### config.mk
export PLATFORM = sky130hd
export DESIGN_NAME = idbus_arbiter_flat
export DESIGN_NICKNAME = d
export VERILOG_FILES = /design/src/rtl/common.sv /design/src/rtl/idbus_arbiter_if.sv /design/src/rtl/arb_pick.sv /design/src/rtl/idbus_arbiter.sv /design/src/flat_wrapper.sv
export SDC_FILE = /design/constraint.sdc
export NUM_CORES = 1
export LEC_CHECK = 0
export ABC_AREA = 1
export BUFFER_PORTS_ARGS = -buffer_cell sky130_fd_sc_hd__buf_2
export CORE_AREA = 5 5 199 201
export CTS_BUF_LIST = sky130_fd_sc_hd__clkbuf_4 sky130_fd_sc_hd__clkbuf_8 sky130_fd_sc_hd__clkbuf_16
export DETAILED_ROUTE_END_ITERATION = 7
export DIE_AREA = 0 0 204 206
export SYNTH_ARGS = -nofsm -noshare
export SYNTH_HDL_FRONTEND = slang
export SYNTH_SLANG_ARGS = --single-unit
### constraint.sdc
create_clock -name clk -period 1.9 [get_ports clk]
set_input_delay 0.475 -clock clk [delete_from_list [all_inputs] [get_ports clk]]
set_output_delay 0.475 -clock clk [all_outputs]
set_load 0.01 [all_outputs]
### src/rtl/common.sv
// rtl/common.sv - shared arbiter state type, memory-bus constants and request record
package common;

  typedef enum logic [1:0] {
    IDLE   = 2'd0,
    BUSY_I = 2'd1,
    BUSY_D = 2'd2
  } arb_state_t;

  localparam logic [2:0] MEM_SIZE_WORD = 3'b010;

  // One memory-bus request as held for the whole transaction
  typedef struct packed {
    logic        is_write;
    logic [63:0] addr;
    logic [2:0]  size;
    logic [7:0]  strobe;
    logic [63:0] data;
  } mreq_t;

  function automatic logic [31:0] word_sel(input logic [63:0] dword, input logic hi);
    return hi ? dword[63:32] : dword[31:0];
  endfunction

endpackage

### src/rtl/idbus_arbiter_if.sv
// rtl/idbus_arbiter_if.sv - ibus/dbus requester and shared memory-bus signal bundle
interface idbus_arbiter_if;

  logic        ireq_valid;
  logic [63:0] ireq_addr;
  logic        iresp_addr_ok;
  logic        iresp_data_ok;
  logic [31:0] iresp_data;

  logic        dreq_valid;
  logic [63:0] dreq_addr;
  logic [2:0]  dreq_size;
  logic [7:0]  dreq_strobe;
  logic [63:0] dreq_data;
  logic        dresp_addr_ok;
  logic        dresp_data_ok;
  logic [63:0] dresp_data;

  logic        mreq_valid;
  logic        mreq_is_write;
  logic [63:0] mreq_addr;
  logic [2:0]  mreq_size;
  logic [7:0]  mreq_strobe;
  logic [63:0] mreq_data;
  logic        mresp_data_ok;
  logic [63:0] mresp_data;

  // Arbiter side
  modport slave (
    input  ireq_valid, ireq_addr,
    input  dreq_valid, dreq_addr, dreq_size, dreq_strobe, dreq_data,
    input  mresp_data_ok, mresp_data,
    output iresp_addr_ok, iresp_data_ok, iresp_data,
    output dresp_addr_ok, dresp_data_ok, dresp_data,
    output mreq_valid, mreq_is_write, mreq_addr, mreq_size, mreq_strobe, mreq_data
  );

  // Core / memory side
  modport master (
    output ireq_valid, ireq_addr,
    output dreq_valid, dreq_addr, dreq_size, dreq_strobe, dreq_data,
    output mresp_data_ok, mresp_data,
    input  iresp_addr_ok, iresp_data_ok, iresp_data,
    input  dresp_addr_ok, dresp_data_ok, dresp_data,
    input  mreq_valid, mreq_is_write, mreq_addr, mreq_size, mreq_strobe, mreq_data
  );

endinterface

### src/rtl/arb_pick.sv
// rtl/arb_pick.sv - combinational ibus/dbus winner select
// ARB_ROUND_ROBIN_EN: alternate on ties; otherwise dbus priority with starvation limit
module arb_pick #(
  parameter int STARVE_LIMIT = 8,
  parameter int CNT_W        = 4
) (
  input  logic             ireq_valid,
  input  logic             dreq_valid,
`ifdef ARB_ROUND_ROBIN_EN
  input  logic             last_d,
`else
  input  logic [CNT_W-1:0] starve_cnt,
`endif
  output logic             pick_i,
  output logic             pick_d
);

  always_comb begin
    pick_i = 1'b0;
    pick_d = 1'b0;
`ifdef ARB_ROUND_ROBIN_EN
    // last_d clears at reset, so the first tie goes to dbus
    if (ireq_valid && dreq_valid) begin
      pick_d = !last_d;
      pick_i = last_d;
    end else begin
      pick_i = ireq_valid;
      pick_d = dreq_valid;
    end
`else
    if (ireq_valid && (!dreq_valid || (starve_cnt >= CNT_W'(STARVE_LIMIT)))) begin
      pick_i = 1'b1;
    end else begin
      pick_d = dreq_valid;
    end
`endif
  end

endmodule

### src/rtl/idbus_arbiter.sv
// rtl/idbus_arbiter.sv - arbitrates ibus fetches and dbus accesses onto one memory bus
// ARB_ROUND_ROBIN_EN selects round-robin arbitration instead of dbus priority
module idbus_arbiter
  import common::*;
#(
  parameter int STARVE_LIMIT = 8
) (
  input  logic           clk,
  input  logic           reset,
  idbus_arbiter_if.slave bus
);

  localparam int CNT_W = (STARVE_LIMIT < 1) ? 1 : $clog2(STARVE_LIMIT + 1);

  arb_state_t state_q, state_d;
  mreq_t      req_q, req_d;
  logic       pick_i, pick_d;

`ifdef ARB_ROUND_ROBIN_EN
  logic last_d_q, last_d_d;
`else
  logic [CNT_W-1:0] starve_cnt_q, starve_cnt_d;
`endif

  arb_pick #(
    .STARVE_LIMIT (STARVE_LIMIT),
    .CNT_W        (CNT_W)
  ) u_arb_pick (
    .ireq_valid (bus.ireq_valid),
    .dreq_valid (bus.dreq_valid),
`ifdef ARB_ROUND_ROBIN_EN
    .last_d     (last_d_q),
`else
    .starve_cnt (starve_cnt_q),
`endif
    .pick_i     (pick_i),
    .pick_d     (pick_d)
  );

  always_ff @(posedge clk or negedge reset) begin
    if (!reset) begin
      state_q <= IDLE;
      req_q   <= '0;
`ifdef ARB_ROUND_ROBIN_EN
      last_d_q <= 1'b0;
`else
      starve_cnt_q <= '0;
`endif
    end else begin
      state_q <= state_d;
      req_q   <= req_d;
`ifdef ARB_ROUND_ROBIN_EN
      last_d_q <= last_d_d;
`else
      starve_cnt_q <= starve_cnt_d;
`endif
    end
  end

  always_comb begin
    state_d = state_q;
    req_d   = req_q;
`ifdef ARB_ROUND_ROBIN_EN
    last_d_d = last_d_q;
`else
    starve_cnt_d = starve_cnt_q;
`endif
    case (state_q)
      IDLE: begin
        if (pick_d) begin
          state_d         = BUSY_D;
          req_d.is_write  = |bus.dreq_strobe;
          req_d.addr      = bus.dreq_addr;
          req_d.size      = bus.dreq_size;
          req_d.strobe    = bus.dreq_strobe;
          req_d.data      = bus.dreq_data;
`ifdef ARB_ROUND_ROBIN_EN
          last_d_d = 1'b1;
`else
          // Counts only grants that made a waiting ibus wait longer; saturates
          if (bus.ireq_valid && (starve_cnt_q < CNT_W'(STARVE_LIMIT))) begin
            starve_cnt_d = starve_cnt_q + CNT_W'(1);
          end
`endif
        end else if (pick_i) begin
          state_d         = BUSY_I;
          req_d.is_write  = 1'b0;
          req_d.addr      = bus.ireq_addr;
          req_d.size      = MEM_SIZE_WORD;
          req_d.strobe    = '0;
          req_d.data      = '0;
`ifdef ARB_ROUND_ROBIN_EN
          last_d_d = 1'b0;
`else
          starve_cnt_d = '0;
`endif
        end
      end
      BUSY_I, BUSY_D: begin
        if (bus.mresp_data_ok) begin
          state_d = IDLE;
        end
      end
      default: state_d = IDLE;
    endcase
  end

  // Outputs depend only on state and the latched request, never on live requester inputs
  always_comb begin
    bus.mreq_valid    = 1'b0;
    bus.mreq_is_write = 1'b0;
    bus.mreq_addr     = '0;
    bus.mreq_size     = '0;
    bus.mreq_strobe   = '0;
    bus.mreq_data     = '0;
    bus.iresp_addr_ok = 1'b0;
    bus.iresp_data_ok = 1'b0;
    bus.iresp_data    = '0;
    bus.dresp_addr_ok = 1'b0;
    bus.dresp_data_ok = 1'b0;
    bus.dresp_data    = '0;
    if (state_q != IDLE) begin
      bus.mreq_valid    = 1'b1;
      bus.mreq_is_write = req_q.is_write;
      bus.mreq_addr     = req_q.addr;
      bus.mreq_size     = req_q.size;
      bus.mreq_strobe   = req_q.strobe;
      bus.mreq_data     = req_q.data;
    end
    if (state_q == BUSY_I) begin
      bus.iresp_addr_ok = bus.mresp_data_ok;
      bus.iresp_data_ok = bus.mresp_data_ok;
      bus.iresp_data    = word_sel(bus.mresp_data, req_q.addr[2]);
    end
    if (state_q == BUSY_D) begin
      bus.dresp_addr_ok = bus.mresp_data_ok;
      bus.dresp_data_ok = bus.mresp_data_ok;
      bus.dresp_data    = bus.mresp_data;
    end
  end

endmodule

### src/flat_wrapper.sv
// flat-port wrapper written by rule: the top's interface ports become plain ports
module idbus_arbiter_flat import common::*;
#(
  parameter int STARVE_LIMIT = 8
)
  (clk, reset, bus_ireq_valid, bus_ireq_addr, bus_dreq_valid, bus_dreq_addr, bus_dreq_size, bus_dreq_strobe, bus_dreq_data, bus_mresp_data_ok, bus_mresp_data, bus_iresp_addr_ok, bus_iresp_data_ok, bus_iresp_data, bus_dresp_addr_ok, bus_dresp_data_ok, bus_dresp_data, bus_mreq_valid, bus_mreq_is_write, bus_mreq_addr, bus_mreq_size, bus_mreq_strobe, bus_mreq_data);
  idbus_arbiter_if bus_i ();
  input  logic clk;
  input  logic reset;
  input wire logic [$bits(bus_i.ireq_valid)-1:0] bus_ireq_valid;
  input wire logic [$bits(bus_i.ireq_addr)-1:0] bus_ireq_addr;
  input wire logic [$bits(bus_i.dreq_valid)-1:0] bus_dreq_valid;
  input wire logic [$bits(bus_i.dreq_addr)-1:0] bus_dreq_addr;
  input wire logic [$bits(bus_i.dreq_size)-1:0] bus_dreq_size;
  input wire logic [$bits(bus_i.dreq_strobe)-1:0] bus_dreq_strobe;
  input wire logic [$bits(bus_i.dreq_data)-1:0] bus_dreq_data;
  input wire logic [$bits(bus_i.mresp_data_ok)-1:0] bus_mresp_data_ok;
  input wire logic [$bits(bus_i.mresp_data)-1:0] bus_mresp_data;
  output wire logic [$bits(bus_i.iresp_addr_ok)-1:0] bus_iresp_addr_ok;
  output wire logic [$bits(bus_i.iresp_data_ok)-1:0] bus_iresp_data_ok;
  output wire logic [$bits(bus_i.iresp_data)-1:0] bus_iresp_data;
  output wire logic [$bits(bus_i.dresp_addr_ok)-1:0] bus_dresp_addr_ok;
  output wire logic [$bits(bus_i.dresp_data_ok)-1:0] bus_dresp_data_ok;
  output wire logic [$bits(bus_i.dresp_data)-1:0] bus_dresp_data;
  output wire logic [$bits(bus_i.mreq_valid)-1:0] bus_mreq_valid;
  output wire logic [$bits(bus_i.mreq_is_write)-1:0] bus_mreq_is_write;
  output wire logic [$bits(bus_i.mreq_addr)-1:0] bus_mreq_addr;
  output wire logic [$bits(bus_i.mreq_size)-1:0] bus_mreq_size;
  output wire logic [$bits(bus_i.mreq_strobe)-1:0] bus_mreq_strobe;
  output wire logic [$bits(bus_i.mreq_data)-1:0] bus_mreq_data;
  assign bus_i.ireq_valid = bus_ireq_valid;
  assign bus_i.ireq_addr = bus_ireq_addr;
  assign bus_i.dreq_valid = bus_dreq_valid;
  assign bus_i.dreq_addr = bus_dreq_addr;
  assign bus_i.dreq_size = bus_dreq_size;
  assign bus_i.dreq_strobe = bus_dreq_strobe;
  assign bus_i.dreq_data = bus_dreq_data;
  assign bus_i.mresp_data_ok = bus_mresp_data_ok;
  assign bus_i.mresp_data = bus_mresp_data;
  assign bus_iresp_addr_ok = bus_i.iresp_addr_ok;
  assign bus_iresp_data_ok = bus_i.iresp_data_ok;
  assign bus_iresp_data = bus_i.iresp_data;
  assign bus_dresp_addr_ok = bus_i.dresp_addr_ok;
  assign bus_dresp_data_ok = bus_i.dresp_data_ok;
  assign bus_dresp_data = bus_i.dresp_data;
  assign bus_mreq_valid = bus_i.mreq_valid;
  assign bus_mreq_is_write = bus_i.mreq_is_write;
  assign bus_mreq_addr = bus_i.mreq_addr;
  assign bus_mreq_size = bus_i.mreq_size;
  assign bus_mreq_strobe = bus_i.mreq_strobe;
  assign bus_mreq_data = bus_i.mreq_data;
  idbus_arbiter #(.STARVE_LIMIT(STARVE_LIMIT)) u_core (.clk(clk), .reset(reset), .bus(bus_i));
endmodule
Word-level counts from Yosys, hierarchy flattened --
Index checks and enable logic that the tools add are counted.
Operators by class: add/sub/neg operators 1, magnitude comparators 2, equal/unequal tests 5, multiplexer cells 22, reduce and logical (&&, ||, !) cells 12
Operators by type and width (number):
- 2-to-1 mux 140 bit | 2
- 2-to-1 mux 64 bit | 3
- 2-to-1 mux 32 bit | 2
- 2-to-1 mux 4 bit | 3
- 2-to-1 mux 8 bit | 1
- OR reduction 8 bit | 1
- 2-to-1 mux 1 bit | 6
- 2-to-1 mux 2 bit | 3
- adder 4 x 1 -> 4 bit (second input constant) | 1
- greater-or-equal comparator 4 bit (second input constant) | 1
- less-than comparator 4 bit (second input constant) | 1
- inequality test 2 bit (second input constant) | 2
- case mux 2 bit (2 select lines) | 1
- AND reduction 2 bit | 2
- nonzero test 2 bit | 2
- 2-to-1 mux 3 bit | 1
- inequality test 3 x 1 -> 1 bit (second input constant) | 1
- AND reduction 3 bit | 1
- equality test 2 x 1 -> 1 bit (second input constant) | 1
- equality test 2 bit (second input constant) | 1
- logical AND 1 bit | 2
- logical NOT 2 bit | 1
- OR reduction 2 bit | 1
- logical NOT 1 bit | 1
- logical OR 1 bit | 1
Storage, ports and cells: flip-flop bits (word level) 146, input port bits 272, logic and storage cells 49

Logic depth before layout (Yosys ltp) --
word-level depth 7, gate-level depth with buffers 10, gate-level depth less buffers 7

Modules after synthesis --
Synthesis repeated with hierarchy kept, for this count alone.
Second synthesis, totals: cell total of the unflattened synthesis 1125, area total of the unflattened synthesis 8215.4 um^2
Modules (own cells, without submodules):
- idbus_arbiter | times used 1, cells an instance 1121, area an instance 8187.9 um^2, seq. area each 3653.5 um^2
- arb_pick | times used 1, cells an instance 4, area an instance 27.5 um^2, seq. area each 0.0 um^2

Least setup slack after synthesis --
OpenSTA, ideal clock, no wires.
path kind register -> output, from reg u_core.state_q[0], to out bus_dresp_data[13], arrival 1304 ps, data required time 1425 ps, setup slack 121 ps, cell stages (with the launch flop) 7, buffers on the path 2, path through dfrtp_1 > inv_1 > ha_1 > clkbuf_1 > clkbuf_1 > nand2_1 > inv_1
Between the ends: word-level cells in the longest chain between the ends 2
RTL lines:
- start: declaration | RTL line idbus_arbiter.sv:15 | arb_state_t state_q, state_d;
- start signal: assignment | RTL line idbus_arbiter.sv:50 | state_q <= state_d;
- equality test 2 bit | RTL line idbus_arbiter.sv:135 | if (state_q == BUSY_D) begin
- 2-to-1 mux 64 bit | RTL line idbus_arbiter.sv:135
- end: declaration | RTL line flat_wrapper.sv:24 | output wire logic [$bits(bus_i.dresp_data)-1:0] bus_dresp_data;
No other way between the ends.

Worst setup path in the final report --
from reg u_core.state_q[0], to out bus_mreq_data[37]
Between the ends: word-level cells in the longest chain between the ends 2
RTL lines:
- nonzero test 2 bit | RTL line idbus_arbiter.sv:122 | if (state_q != IDLE) begin
- 2-to-1 mux 64 bit | RTL line idbus_arbiter.sv:122
- end: declaration | RTL line flat_wrapper.sv:30 | output wire logic [$bits(bus_i.mreq_data)-1:0] bus_mreq_data;
No other way between the ends.

==> metrics <==
Seq/Total Area, Yosys between 40 and 50%; CTS tree built; status complete, but fails checks; Buf+Inv Stages, Crit Path 4; worst path arrival time 1710 ps; path depth of the worst reg2reg path 7; Root Driver sky130_fd_sc_hd__clkbuf_16; Slew Viols, Final 0; count of buffers inserted at the top-level ports 512; maximum number of buffers from clock root to sink 2; clock transition at the registers of the reported paths roughly 70 ps; Synth Register Bits 146; number of cell rows 71; worst path required time 1420 ps; final hold violations 0; Post-Synth XOR/XNOR Area 0%; worst rel slew slack 62.6%; hold_ws 252 ps; leftover overflow at the end of global routing 0; worst path setup slack after routing -282 ps; destination of the worst register-to-register timing path u_core.req_q[45]; simple-gate portion of the synthesized area 34.4%; Max VDD drop roughly 0.83 mV; remaining antenna violation count after routing 0; distinct cell type count after synthesis 20; Die Width 204 um; Final Net Count 2,095; initial standard-cell utilization of the core 22.6%; PD cells 1640 mW/mm2; vias per cell 4.25; Worst Max-Slew Pin Slew 561 ps; Min Clock Period, post-route 2180 ps; maximum net fanout on the critical path 8; violations in the final reports negative setup slack; total power of the final layout 22.4 mW; slowest library cell on the worst path sky130_fd_sc_hd__dfrtp_1; Detailed Route WL 36,300 um; Crit path depth 6; Setup crit start kind flip-flop; Mapped Avg Cell Area 6.40 um2; final weighted congestion of routability-driven global placement around 0.84; crit path to bus_mreq_data[37]; height of the chip 206 um; synthesized-area fraction occupied by ao, oa, aoi and oai cells 6.90%; register-to-register path setup slack -60 ps; area overhead of the layout relative to synthesis 60.7%; via count of the first global-routing pass 9,816; final count of negative-setup-slack endpoints approximately 280; type of the most critical hold path in2reg; First DRT Iteration DRCs 533; crit-path max cell delay 400 ps; top-area cell type share of the netlist area between 40% and 50%; H-tree level count 4; Crit Path Category reg2out; setup repair after global routing missed its margin true; area of the core 0.0374 mm2; count of yosys warnings during synthesis 0; Max-cap violations 0; crit-path leading delay family buffers and inverters; Synth Area in Adders less than 1%; startpoint of the most critical register-to-register path u_core.state_q[0]; layout cells sized above 1 37.6%; number of remaining DRC errors 0; Total Die Area around 0.042 mm2; leading cell type in the layout, fill and taps excluded sky130_fd_sc_hd__nand2_1; mux cell area share after synthesis 0%; number of top-level pins a little over 500; number of antenna violations at the first check in global routing 8; maximum clock frequency 458 MHz; largest cells by area after synthesis sky130_fd_sc_hd__dfrtp_1 (43%), sky130_fd_sc_hd__nand2_1 (21%), sky130_fd_sc_hd__inv_1 (9.9%); period utilization 115%; largest area contributor in the netlist sky130_fd_sc_hd__dfrtp_1; total standard cell area after synthesis 0.00847 mm2; Tot GR Track Use 15.8%; CP cell instances inv_2 > ha_4 > buf_8 > clkbuf_16 > nor2_1 > buf_2; Clock Skews 9.88 ps; most frequent cells in the layout sky130_fd_sc_hd__nand2_1 (447), sky130_fd_sc_hd__buf_2 (446), sky130_fd_sc_hd__inv_1 (207), sky130_fd_sc_hd__nor2_1 (158), sky130_fd_sc_hd__dfrtp_1 (146); Sinks on Clock Net approximately 150; Avg WL per Cell 15.5 um; launch point of the worst path u_core.state_q[0]; Post-Synthesis Cells 1,323; Mapped Nets 1,600; Pre-antenna DRT Iters 5; first-pass GRT wire length 52,300 um; post-place setup slack 25.2 ps; clock latency on the worst-skew pair 430 ps; HPWL after detailed placement 26,000 um; vias post-DR 9,961; kind of end point of the critical path output port; LEAKAGE about 8 nW; maximum number of pins on one net before global-route repair 85; number of buffers added by the clock tree synthesis step 17; combinational family with the most area after synthesis simple AND/OR/NAND/NOR gates
## worst register-to-register path, stage by stage, from the launching register on
cell and delay, ps:
sky130_fd_sc_hd__dfrtp_1 400, sky130_fd_sc_hd__inv_2 120, sky130_fd_sc_hd__ha_4 220, sky130_fd_sc_hd__buf_8 170
sky130_fd_sc_hd__inv_2 60, sky130_fd_sc_hd__nor2_4 150, sky130_fd_sc_hd__buf_4 480, sky130_fd_sc_hd__o21ai_0 210
## cell families after synthesis
kind of cell	count (synthesis)
compound gates	114
buf+inv	310
fa+ha+maj	5
simple gates	748
flops	146
## layout make-up
class	count	area (um2)
Antenna cell	3	7.51
Clock buffer	17	425
Clock inverter	14	173
Fill cell	3973	23800
Inverter	226	848
Multi-Input combinational cell	867	4050
Sequential cell	146	3650
Tap cell	511	639
Timing Repair Buffer	560	3820
## how the worst min path moves through the flow
stage | start | end | slack (ps) | cells past startpoint
floorplan | reset | u_core.req_q[0] | 180 | 0
global placement | reset | u_core.req_q[2] | 460 | 1
detailed placement | reset | u_core.req_q[2] | 460 | 1
CTS | bus_dreq_data[29] | u_core.req_q[29] | 210 | 3
global route | bus_dreq_data[14] | u_core.req_q[14] | 230 | 3
finish | bus_dreq_data[29] | u_core.req_q[29] | 250 | 3
## per-stage QoR
step | instances | instance area [um2] | setup TNS (ps) | utilization [%]
final | 2344 | 13600 | -53710 | 36.4
after global routing | 2344 | 13600 | -85150 | 36.4
after CTS | 2333 | 12600 | -62280 | 33.6
after detailed placement | 2288 | 11700 | 0 | 31.2
after global placement | 2288 | 11700 | 0 | 31.2
after floorplan | 1323 | 8470 | 0 | -
## state kept, by name, summed over array words and instances, names as in the netlist
| register | flops |
|---|---|
| u_core.state_q | 2 |
| u_core.starve_cnt_q | 4 |
| u_core.req_q | 140 |
## cells in the mapped netlist
| library cell | number |
|---|---|
| sky130_fd_sc_hd__nand2_1 | 464 |
| sky130_fd_sc_hd__inv_1 | 223 |
| sky130_fd_sc_hd__nor2_1 | 213 |
| sky130_fd_sc_hd__dfrtp_1 | 146 |
| sky130_fd_sc_hd__o21ai_0 | 71 |
| sky130_fd_sc_hd__nand3_1 | 68 |
| sky130_fd_sc_hd__buf_2 | 47 |
| sky130_fd_sc_hd__o21ai_1 | 30 |
| sky130_fd_sc_hd__clkbuf_1 | 23 |
| sky130_fd_sc_hd__o22ai_1 | 9 |
| sky130_fd_sc_hd__buf_4 | 8 |
| sky130_fd_sc_hd__buf_1 | 5 |
| sky130_fd_sc_hd__ha_1 | 5 |
| sky130_fd_sc_hd__a21oi_1 | 3 |
| sky130_fd_sc_hd__inv_2 | 3 |
| sky130_fd_sc_hd__a21boi_0 | 1 |
| sky130_fd_sc_hd__buf_6 | 1 |
| sky130_fd_sc_hd__nand2_2 | 1 |
| sky130_fd_sc_hd__nand2_4 | 1 |
| sky130_fd_sc_hd__nor2_4 | 1 |
## metal layers
layer	wire (um)	share of wire, %	GRT usage [%]	vias up
met4	1280	3.5	6.96	8
met5	58	0.16	0	-
met1	14100	39	18.4	4547
li1	-	-	-	4878
met3	2850	7.9	4.30	80
met2	18000	50	27.4	448
## timing repair
| item | in CTS | in global routing |
|---|---|---|
| gates resized for setup | 17 | 229 |
| hold endpoints to repair | 42 | 0 |
| setup endpoints to repair | 241 | 300 |
| hold buffers | 1 | 0 |
| pin swaps | 24 | 40 |
| buffers inserted | 8 | 1 |
| cloned | 6 | 7 |
## where the power goes
part / switching, mW / total [mW] / internal [mW]
Combinational: 8.11 / 13.8 / 5.66
Clock: 1.49 / 3.47 / 1.98
Sequential: 0.591 / 5.14 / 4.55
(Power assumes the default switching activity.)
